### src/rtl/min_rank_pkg.sv
// Shared types, sizes and slot helper for the min-rank sequencer.
// Optional abort support is enabled by defining MIN_RANK_ABORT_EN.
package min_rank_pkg;

    localparam int N_VALS = 8;
    localparam int VAL_W  = 12;
    localparam int IDX_W  = 3;

    typedef enum logic [1:0] {
        IDLE,
        SEARCH,
        EMIT
    } state_t;

    function automatic logic [VAL_W-1:0] get_slot(
        input logic [N_VALS*VAL_W-1:0] v,
        input int                      k
    );
        return v[k*VAL_W +: VAL_W];
    endfunction

endpackage

### src/rtl/min_rank_sequencer_if.sv
// Frame input, result handshake and status bundle of the sequencer.
// abort_in exists only when MIN_RANK_ABORT_EN is defined.
interface min_rank_sequencer_if;
    import min_rank_pkg::*;

    logic [N_VALS*VAL_W-1:0] vals_in;
    logic [3:0]              count_in;
    logic                    start_in;
    logic                    busy_out;
    logic                    valid_out;
    logic                    ready_in;
    logic [IDX_W-1:0]        idx_out;
    logic [VAL_W-1:0]        val_out;
    logic                    last_out;
    logic                    done_out;
`ifdef MIN_RANK_ABORT_EN
    logic                    abort_in;

    modport master (
        output vals_in, count_in, start_in, ready_in, abort_in,
        input  busy_out, valid_out, idx_out, val_out, last_out,
        input  done_out
    );

    modport slave (
        input  vals_in, count_in, start_in, ready_in, abort_in,
        output busy_out, valid_out, idx_out, val_out, last_out,
        output done_out
    );
`else
    modport master (
        output vals_in, count_in, start_in, ready_in,
        input  busy_out, valid_out, idx_out, val_out, last_out,
        input  done_out
    );

    modport slave (
        input  vals_in, count_in, start_in, ready_in,
        output busy_out, valid_out, idx_out, val_out, last_out,
        output done_out
    );
`endif

endinterface

### src/rtl/min_rank_sequencer_masked_argmin.sv
// Combinational argmin over the unmasked slots; lowest index wins ties.
module masked_argmin
    import min_rank_pkg::*;
(
    input  logic [N_VALS*VAL_W-1:0] vals_i,
    input  logic [N_VALS-1:0]       mask_i,
    output logic [IDX_W-1:0]        idx_o
);

    logic [VAL_W-1:0] best_val;
    logic             found;

    // Strict < keeps the earliest index among equal values.
    always_comb begin
        idx_o    = '0;
        best_val = '1;
        found    = 1'b0;
        for (int k = 0; k < N_VALS; k++) begin
            if (mask_i[k] &&
                (!found || get_slot(vals_i, k) < best_val)) begin
                idx_o    = IDX_W'(k);
                best_val = get_slot(vals_i, k);
                found    = 1'b1;
            end
        end
    end

endmodule

### src/rtl/min_rank_sequencer.sv
// Emits a captured frame's slot indices in ascending value order.
// Define MIN_RANK_ABORT_EN to add the abort_in frame-cancel input.
module min_rank_sequencer
    import min_rank_pkg::*;
(
    input logic                 clk_in,
    input logic                 rst_in,
    min_rank_sequencer_if.slave bus
);

    state_t                  state_q, state_d;
    logic [N_VALS*VAL_W-1:0] vals_q, vals_d;
    logic [N_VALS-1:0]       mask_q, mask_d;
    logic [IDX_W-1:0]        idx_q, idx_d;
    logic [VAL_W-1:0]        val_q, val_d;
    logic                    last_q, last_d;
    logic                    done_q, done_d;

    logic [3:0]              cnt;
    logic [N_VALS-1:0]       start_mask;
    logic [IDX_W-1:0]        min_idx;

    masked_argmin u_argmin (
        .vals_i (vals_q),
        .mask_i (mask_q),
        .idx_o  (min_idx)
    );

    always_comb begin
        cnt = (bus.count_in > 4'(N_VALS)) ? 4'(N_VALS)
                                          : bus.count_in;
        start_mask = '0;
        for (int k = 0; k < N_VALS; k++) begin
            start_mask[k] = (4'(k) < cnt);
        end
    end

    always_ff @(posedge clk_in) begin
        if (!rst_in) begin
            state_q <= IDLE;
            vals_q  <= '0;
            mask_q  <= '0;
            idx_q   <= '0;
            val_q   <= '0;
            last_q  <= 1'b0;
            done_q  <= 1'b0;
        end else begin
            state_q <= state_d;
            vals_q  <= vals_d;
            mask_q  <= mask_d;
            idx_q   <= idx_d;
            val_q   <= val_d;
            last_q  <= last_d;
            done_q  <= done_d;
        end
    end

    always_comb begin
        state_d = state_q;
        vals_d  = vals_q;
        mask_d  = mask_q;
        idx_d   = idx_q;
        val_d   = val_q;
        last_d  = last_q;
        done_d  = 1'b0;
        unique case (state_q)
            IDLE: begin
                if (bus.start_in) begin
                    vals_d = bus.vals_in;
                    mask_d = start_mask;
                    if (start_mask == '0) begin
                        done_d = 1'b1;
                    end else begin
                        state_d = SEARCH;
                    end
                end
            end
            SEARCH: begin
                idx_d   = min_idx;
                val_d   = get_slot(vals_q, int'(min_idx));
                last_d  = ($countones(mask_q) == 1);
                state_d = EMIT;
            end
            EMIT: begin
                if (bus.ready_in) begin
                    mask_d[idx_q] = 1'b0;
                    if (last_q) begin
                        done_d  = 1'b1;
                        state_d = IDLE;
                    end else begin
                        state_d = SEARCH;
                    end
                end
            end
            default: state_d = IDLE;
        endcase
`ifdef MIN_RANK_ABORT_EN
        // Abort overrides any handshake landing on the same edge.
        if (bus.abort_in && state_q != IDLE) begin
            state_d = IDLE;
            mask_d  = '0;
            done_d  = 1'b1;
        end
`endif
    end

    assign bus.busy_out  = (state_q != IDLE);
    assign bus.valid_out = (state_q == EMIT);
    assign bus.idx_out   = idx_q;
    assign bus.val_out   = val_q;
    assign bus.last_out  = last_q && (state_q == EMIT);
    assign bus.done_out  = done_q;

endmodule

### src/flat_wrapper.sv
// flat-port wrapper written by rule: the top's interface ports become plain ports
module min_rank_sequencer_flat import min_rank_pkg::*;
  (clk_in, rst_in, bus_vals_in, bus_count_in, bus_start_in, bus_ready_in, bus_busy_out, bus_valid_out, bus_idx_out, bus_val_out, bus_last_out, bus_done_out);
  min_rank_sequencer_if bus_i ();
  input logic clk_in;
  input logic rst_in;
  input wire logic [$bits(bus_i.vals_in)-1:0] bus_vals_in;
  input wire logic [$bits(bus_i.count_in)-1:0] bus_count_in;
  input wire logic [$bits(bus_i.start_in)-1:0] bus_start_in;
  input wire logic [$bits(bus_i.ready_in)-1:0] bus_ready_in;
  output wire logic [$bits(bus_i.busy_out)-1:0] bus_busy_out;
  output wire logic [$bits(bus_i.valid_out)-1:0] bus_valid_out;
  output wire logic [$bits(bus_i.idx_out)-1:0] bus_idx_out;
  output wire logic [$bits(bus_i.val_out)-1:0] bus_val_out;
  output wire logic [$bits(bus_i.last_out)-1:0] bus_last_out;
  output wire logic [$bits(bus_i.done_out)-1:0] bus_done_out;
  assign bus_i.vals_in = bus_vals_in;
  assign bus_i.count_in = bus_count_in;
  assign bus_i.start_in = bus_start_in;
  assign bus_i.ready_in = bus_ready_in;
  assign bus_busy_out = bus_i.busy_out;
  assign bus_valid_out = bus_i.valid_out;
  assign bus_idx_out = bus_i.idx_out;
  assign bus_val_out = bus_i.val_out;
  assign bus_last_out = bus_i.last_out;
  assign bus_done_out = bus_i.done_out;
  min_rank_sequencer u_core (.clk_in(clk_in), .rst_in(rst_in), .bus(bus_i));
endmodule
### config.mk
export PLATFORM = sky130hd
export DESIGN_NAME = min_rank_sequencer_flat
export DESIGN_NICKNAME = d
export VERILOG_FILES = /design/src/rtl/min_rank_pkg.sv /design/src/rtl/min_rank_sequencer_if.sv /design/src/rtl/min_rank_sequencer_masked_argmin.sv /design/src/rtl/min_rank_sequencer.sv /design/src/flat_wrapper.sv
export SDC_FILE = /design/constraint.sdc
export NUM_CORES = 1
export LEC_CHECK = 0
export ABC_AREA = 1
export BUFFER_PORTS_ARGS = -buffer_cell sky130_fd_sc_hd__buf_2
export CAP_MARGIN = 30
export CORE_MARGIN = 5
export CORE_UTILIZATION = 55
export CTS_CLUSTER_SIZE = 8
export DETAILED_ROUTE_END_ITERATION = 6
export PLACE_DENSITY_LB_ADDON = 0.1
export SLEW_MARGIN = 20
export SYNTH_ARGS = -nofsm -noshare
export SYNTH_HDL_FRONTEND = slang
export SYNTH_SLANG_ARGS = --single-unit
### constraint.sdc
create_clock -name clk_in -period 20.6 [get_ports clk_in]
set_input_delay 1.03 -clock clk_in [delete_from_list [all_inputs] [get_ports clk_in]]
set_output_delay 1.03 -clock clk_in [all_outputs]
set_load 0.005 [all_outputs]
* Word level (Yosys, flattened, before mapping)
Index checks and enable logic that the tools add are counted.
** Cells by class
- $add $sub $neg :: 7
- Multiply operators :: 1
- Magnitude comparators :: 18
- Equal/unequal tests :: 6
- Shift operators :: 1
- Multiplexer cells :: 37
- Bitwise logic cells :: 2
- Reductions and logical operators :: 30
** Operators by type and width (count)
- $add A32 B32 Y32 :: 3
- $shiftx A96 B32 Y12 :: 1
- $lt A12 B12 Y1 :: 7
- $mux W12 :: 7
- $eq A32 B2 Y1 const B :: 1
- $mux W3 :: 6
- $lt A3 B4 Y1 const A :: 4
- $mux W8 :: 2
- $pmux W8 S2 :: 1
- $mux W1 :: 14
- $logic_and A1 B1 Y1 :: 9
- $add A1 B1 Y2 :: 4
- $and A8 B8 Y8 :: 1
- $logic_not A8 Y1 :: 1
- $lt A1 B4 Y1 const A :: 2
- $lt A2 B4 Y1 const A :: 2
- $not A8 Y8 :: 1
- $logic_not A1 Y1 :: 7
- $logic_or A1 B1 Y1 :: 7
- $mux W2 :: 3
- $ne A2 B2 Y1 const B :: 3
- $pmux W2 S3 :: 1
- $reduce_and A3 Y1 :: 2
- $mul A3 B2 Y5 const B :: 1
- 11 further kinds :: 12
** Storage, ports and cells
- Flip-flop bits (word level) :: 123
- Input bits :: 104
- Output and inout bits :: 19
- Word-level logic and storage cells :: 109

* Logic depth before layout (Yosys ltp)
Gate-level depths: netlist of run 1.
- Depth in word-level cells :: 31
- Depth in mapped cells :: 93

* By module
From an unflattened synthesis of run 1, not the netlist that was laid out.
** Unflattened totals
- Cells, all modules :: 1309
- Area total of the unflattened synthesis :: 8418.1 µm²
** Modules (own cells, without submodules)
- min_rank_sequencer :: instances 1, cells an instance 808, area each 5572.8 µm², sequential area each 2462.4 µm²
- masked_argmin :: instances 1, cells an instance 501, area each 2845.2 µm², sequential area each 0.0 µm²

* Least setup slack after synthesis of run 1
No wires, ideal clock.
- Path kind :: register -> register
- Start point :: reg u_core.mask_q[0]
- End point :: reg u_core.val_q[7] (netlist: u_core.bus.val_out[7])
- Library setup time :: 110 ps
- Arrival :: 10351 ps
- Required time :: 20490 ps
- Slack :: 10139 ps
- Stages on the path, launching flop included :: 87
- Path buffers :: 9
- Period minus slack after synthesis :: 10461 ps
- Cell sequence :: dfxtp_1 > inv_1 > clkbuf_1 > nor2_1 > ha_1 > nand2_1 > nor2_1 > nand3_1 > nor2_1 > nand2_1 > nand3_1 > nand2_1 > nand2_2 > clkbuf_1 > nand2_1 > o21ai_0 > ha_1 > a21oi_1 > (+51 left out) > nand2_1 > o21ai_0 > ha_1 > a21oi_1 > nor2_1 > a211oi_1 > o221a_2 > nand2_1 > nand2_2 > nand2_4 > buf_6 > buf_4 > nand3_1 > nand3_1 > nand3_1 > nand3_1 > nand2_1 > inv_1
** On the way
- Longest elaborated chain between the ends :: 31
- Elaborated cells on any way between the ends :: 51
- Those cells by class :: 1 x mul; 7 x order compare; 1 x shift; 21 x mux; 21 x reduce/logical
** Ends and longest elaborated chain
- start, declared :: line min_rank_sequencer.sv:13 : logic [N_VALS-1:0] mask_q, mask_d;
- start signal, assigned :: line min_rank_sequencer.sv:50 : mask_q <= mask_d;
- $mux W12 / $mux W1 (equally long branches) :: line min_rank_sequencer_masked_argmin.sv:19 : if (mask_i[k] &&
- $lt A12 B12 Y1 / $logic_not A1 Y1 (equally long branches) :: line min_rank_sequencer_masked_argmin.sv:20 : (!found || get_slot(vals_i, k) < best_val)) begin
- $logic_or A1 B1 Y1 :: line min_rank_sequencer_masked_argmin.sv:20
- $logic_and A1 B1 Y1 :: line min_rank_sequencer_masked_argmin.sv:19
- $mux W12 / $mux W1 (equally long branches) :: line min_rank_sequencer_masked_argmin.sv:19
- $lt A12 B12 Y1 / $logic_not A1 Y1 (equally long branches) :: line min_rank_sequencer_masked_argmin.sv:20
- $logic_or A1 B1 Y1 :: line min_rank_sequencer_masked_argmin.sv:20
- $logic_and A1 B1 Y1 :: line min_rank_sequencer_masked_argmin.sv:19
- (+15 left out)
- $logic_and A1 B1 Y1 :: line min_rank_sequencer_masked_argmin.sv:19
- $mux W12 / $mux W1 (equally long branches) :: line min_rank_sequencer_masked_argmin.sv:19
- $lt A12 B12 Y1 / $logic_not A1 Y1 (equally long branches) :: line min_rank_sequencer_masked_argmin.sv:20
- $logic_or A1 B1 Y1 :: line min_rank_sequencer_masked_argmin.sv:20
- $logic_and A1 B1 Y1 :: line min_rank_sequencer_masked_argmin.sv:19
- $mux W3 * :: line min_rank_sequencer_masked_argmin.sv:19
- $mul A3 B2 Y5 * :: line min_rank_pkg.sv:19 : return v[k*VAL_W +: VAL_W];
- $shiftx A96 B32 Y12 * :: line min_rank_pkg.sv:19
- end signal, assigned :: line min_rank_sequencer.sv:52 : val_q <= val_d;
- end, declared :: line min_rank_sequencer.sv:15 : logic [VAL_W-1:0] val_q, val_d;
Mark *: on every way between the ends. The rest lies on a longest branch, timed or not.
A chain may end at the register's enable or synchronous reset.

* Worst setup path after layout of run 1
Same ends and word-level chain as after synthesis.

==> results of run 1 <==
## worst register-to-register path: cells and delay by family, from the launching register on
kind / cells / cell delay, ns
AND/OR/NAND/NOR: 40 / 5.27
AO/OA/AOI/OAI: 19 / 4.60
adder cells (fa/ha/maj): 7 / 2.17
flip-flops: 1 / 0.48
buffers and inverters: 3 / 0.33
## worst paths after layout
kind	end	slack [ns]	depth (start not counted)
worst max-delay path	u_core.bus.val_out[7]	7.67	69
worst min-delay path	u_core.vals_q[49]	0.50	2
worst max register to register	u_core.bus.val_out[7]	7.67	69
worst min register to register	u_core.vals_q[49]	0.50	2
## metal layers
layer	vias up	wire length [µm]	track usage, %
li1	4428	-	-
met1	3878	11800	40.3
met5	-	0	0
met3	65	2060	6.80
met4	0	1140	13.0
met2	344	12100	49.1
## flip-flops by register name, summed over array words and instances (netlist names)
| register | flops |
|---|---|
| u_core.bus.done_out | 1 |
| u_core.vals_q | 96 |
| u_core.state_q | 2 |
| u_core.bus.val_out | 12 |
| u_core.mask_q | 8 |
| u_core.bus.idx_out | 3 |
| u_core.last_q | 1 |
## cells by family after synthesis
kind of cell	after synthesis	synth area share, %
AOI/OAI and AO/OA	277	17.3
DFF	123	29.4
adders and majority gates	83	12.8
buffers and inverters	187	8.98
and+or+nand+nor	615	31.5
## final cells by class
| cell class | count | area (µm²) |
|---|---|---|
| multi-input cells | 975 | 5160 |
| repair buffers | 126 | 648 |
| clock buffers | 17 | 425 |
| well taps | 188 | 235 |
| fillers | 1441 | 5490 |
| inverters | 118 | 443 |
| clock inverters | 15 | 166 |
| flip-flops and latches | 123 | 2460 |
## per-stage QoR
stage	cell area, µm²	util (%)	hold WS (ns)
floorplan	8360	-	0.445
global placement	8930	59.4	0.490
detailed placement	8950	59.5	0.477
CTS	9540	63.5	0.499
global route	9540	63.5	0.525
finish	9540	63.5	0.499
## synth_stat cells (all sizes together)
cell      n  area [µm²]
nand3   160         806
o21ai   172         861
ha       79         988
o2111a    1        11.3
clkbuf   49         184
o21a      1        7.51
nor3     11        60.1
dfxtp   123        2460
nand4    11        68.8
a211oi    6        45.0
a22oi     1        7.51
nand3b    3        22.5
or2       3        18.8
fa        4        80.1
a21oi    88         444
nor2    129         487
buf      20         124
a21o      4        30.0
a32oi     2        17.5
inv     118         443
o221a     2        22.5
nand2   298        1170
## report_power, final
| part | internal (mW) | switching [mW] | leakage (nW) |
|---|---|---|---|
| Sequential | 0.262 | 0.0312 | 1.02 |
| Clock | 0.173 | 0.132 | 0.291 |
| Combinational | 0.112 | 0.203 | 3.54 |
| Total | 0.547 | 0.367 | 4.85 |
==> flow_summary.toml, run 1 <==
[route]
final_antenna_net_count = 0
drt_iter0_markers = 747
totalWireLength_um = 27100
num_vias = 8715
dr.pass1.iters = 7
routedWlPerCell_um = 17.4
viasPerCell = 5.58
drc = 1

[clock_network]
postCtsSetupBuffers = 0
clkLatencyLatePin_ns = 0.44
clkSlewWorstSetupHoldPaths_ns = 0.07
cts_tree = "built"
root_buffer = "clkbuf_16"
cts_hold_buffers = 0
cts.path.max_buffers = 2
post_cts_resized = 0
cts_htree_levels = 4
clock-sinks = 123
tritoncts.num_buffers = 17

[timing]
slew_headroom_pct = 40.0
finalSetupTns_ns = 0
fmax_ghz = 0.0773
worst_slew_pin_slew_ns = 0.900
min_period_over_period_pct = 62.8
setup_viol = 0
rsz0062_at_grt = "no"
slew_viol_final = 0
fin_crit_ns = 12.93
clock_skew_ns = 0.0127
fin_ws_ns = 7.67
hold_viol_final = 0

[final_layout]
area_delta_synth_final_pct = 14.0
final_nets = 1548
final_common_cell = "nand2_1"
drive_gt1_share_pct = 13.8
instances_no_fill = 1562
layout_common_cells = "nand2_1 (281), o21ai_0 (168), nand3_1 (159)"
num_antenna_cells = 0

[logic_synthesis]
yosysSeqAreaShare_pct = 29.4
post_synth_num_cell_types = 33
syn_area_um2 = 8360
yosysWarnings = 0
synth_cells = 1285
syn_nets = 1472
avgSynthCellArea_um2 = 6.51
synth_seq_cells = 123

[place]
dp.cells = 1530
io_buffers = 122
gp_congestion = 1.02
place_ws_ns = 7.89
dp_hpwl_um = 20900

[setup_path]
worstSetupStartpoint = "u_core.mask_q[0]"
cpPeakStageDelay_ns = 0.78
crit_slowest_cell = "nand2_2"
arrival_ns = 13.26
cp-end-kind = "flip-flop"
path_delay_family = "simple AND/OR/NAND/NOR gates"
worstSetupStartpointType = "flip-flop"
path_common_cell = "nand2_1"
r2r-start = "u_core.mask_q[0]"
worstPathRequired_ns = 20.93
crit_type = "flip-flop to flip-flop"
path_buf_inv = 3
critPathMaxFanout = 51

[floorplanning]
io_pins = 123
fp.coreArea_um2 = 15000
die_y_um = 133
die_x_um = 133
rows = 45
die_area_um2 = 17800
floorplan.initialDensity_pct = 55.6

[power_and_ir_drop]
leakagePower_nw = 4.85
power_density_nw_per_um2 = 95.8
peakVddDrop_v = 0.0000652
total_power_mw = 0.914

[global_routing]
overflow = 0
grt_max_degree = 113
grtUsageTotal_pct = 30.8
antenna_found_initial = 0
grt_pass1_wl_um = 43200
grt_pass1_vias = 8138

[hold_path]
holdCritPathClass = "flip-flop to flip-flop"
hp-start = "u_core.vals_q[49]"

[flow_run]
drv_cap = 0

[outcome]
status = "complete, but fails checks"
violations = "DRC"
(Power assumes the default switching activity.)
==> run 2, diff against run 1 <==
- CORE_UTILIZATION: 55 -> 53
- clock period: 20.6 -> 11.6 ns (I/O delays scaled with it)
==> flow_summary.toml, run 2 (synthesized netlist as in run 1, its figures left out) <==
[final_layout]
drive_gt1_share_pct = 16.2
top_register = "u_core.vals_q"
final_common_cell = "nand2_1"
final_nets = 1576
final_area_um2 = 9940
instances_no_fill = 1618
area_delta_synth_final_pct = 18.8
layout_common_cells = "nand2_1 (279), nand3_1 (159), o21ai_0 (154)"
num_antenna_cells = 0
fillers = 1533
largest_reg_flops = 96
final_core_util_pct = 63.5

[route]
totalWireLength_um = 28300
viasPerCell = 5.52
routedWlPerCell_um = 17.5
final_antenna_net_count = 0
dr.pass1.iters = 5
num_vias = 8926
drc = 0
drt_iter0_markers = 762

[global_routing]
grtUsageTotal_pct = 30.6
grt_pass1_vias = 8066
grt_pass1_wl_um = 43300
grt_max_degree = 113
antenna_found_initial = 0
overflow = 0

[timing]
slew_headroom_pct = 37.8
worst_slew_pin_slew_ns = 0.932
fmax_ghz = 0.0935
hold_viol_final = 0
fin_ws_ns = 0.909
setup_viol = 0
fin_crit_ns = 10.69
clock_skew_ns = 0.00958
min_period_over_period_pct = 92.2
slew_viol_final = 0
whs_ns = 0.393
finalSetupTns_ns = 0

[hold_path]
holdCritPathClass = "input port to flip-flop"

[setup_path]
critPathMaxFanout = 23
crit_type = "flip-flop to flip-flop"
cp-end-kind = "flip-flop"
crit_slowest_cell = "dfxtp_1"
path_common_cell = "nand2_1"
arrival_ns = 11.06
worstPathRequired_ns = 11.97
cpPeakStageDelay_ns = 0.47
worstSetupStartpointType = "flip-flop"

[outcome]
status = "finished clean"

[floorplanning]
die_x_um = 136
io_pins = 123
die_area_um2 = 18400
fp.coreArea_um2 = 15700
floorplan.initialDensity_pct = 53.4
rows = 46
die_y_um = 136

[power_and_ir_drop]
total_power_mw = 1.69
peakVddDrop_v = 0.000145
power_density_nw_per_um2 = 170
leakagePower_nw = 5.02

[place]
place_ws_ns = 0.0699
dp.cells = 1583
gp_congestion = 0.951
io_buffers = 122
dpl_cell_area_um2 = 9210
dp_hpwl_um = 21700

[clock_network]
root_buffer = "clkbuf_16"
postCtsSetupBuffers = 0
cts_htree_levels = 4
tritoncts.num_buffers = 17
clock-sinks = 123
clkLatencyLatePin_ns = 0.43
clkSlewWorstSetupHoldPaths_ns = 0.07
cts.path.max_buffers = 2
cts_tree = "built"

[flow_run]
drv_cap = 0
-- run 2: changes by cell type in the layout (fill, tap and decap cells not counted), moves of 2 or more --
| cell | change |
|---|---|
| buf_6 | +2 |
| o21ai_0 | -14 |
| nand2_1 | -2 |
| inv_8 | -2 |
| o21ai_2 | +4 |
| nand2_8 | +3 |
| o21ai_1 | +10 |
| buf_4 | +20 |
| nand2_4 | +3 |
| buf_12 | +4 |
-- run 2: critical path: cells and delay by family, from the launching register on --
family / cells / cell delay, ns
compound gates: 16 / 2.85
fa+ha+maj: 7 / 2.08
buf+inv: 4 / 0.48
flops: 1 / 0.47
simple gates: 49 / 4.69
-- run 2: timing repair --
item,CTS,global route
gates cloned,0,3
pin swaps,0,4
hold buffers,0,0
endpoints found under the hold margin,0,0
endpoints found under the setup margin,3,15
resized for setup,1,34
-- run 2: area by class of cell --
cell class | instances | area [µm²] | share of cell area [%]
Sequential cell | 123 | 2460 | 24.8
Inverter | 118 | 445 | 4.48
Clock buffer | 17 | 425 | 4.28
Clock inverter | 15 | 179 | 1.80
Timing Repair Buffer | 151 | 886 | 8.91
Multi-Input combinational cell | 978 | 5270 | 53.0
Tap cell | 216 | 270 | 2.72
-- run 2: worst paths after layout --
check	start	endpoint	slack [ns]	cells after the start
max	u_core.vals_q[7]	u_core.bus.val_out[5]	0.91	76
min	bus_vals_in[20]	u_core.vals_q[20]	0.39	3
max reg2reg	u_core.vals_q[7]	u_core.bus.val_out[5]	0.91	76
min reg2reg	u_core.vals_q[92]	u_core.vals_q[92]	0.50	2
-- run 2: routing by layer --
metal | wire (µm) | GRT usage (%) | up-vias
met5 | 0 | 0 | -
met4 | 1100 | 12.1 | 0
met3 | 1940 | 5.13 | 70
met2 | 12700 | 48.7 | 333
met1 | 12600 | 41.5 | 4027
li1 | - | - | 4496
-- run 2: power by group --
group | switching, mW | leakage, nW | internal [mW]
registers | 0.0586 | 1.02 | 0.465
clock network | 0.232 | 0.297 | 0.326
logic | 0.374 | 3.71 | 0.231
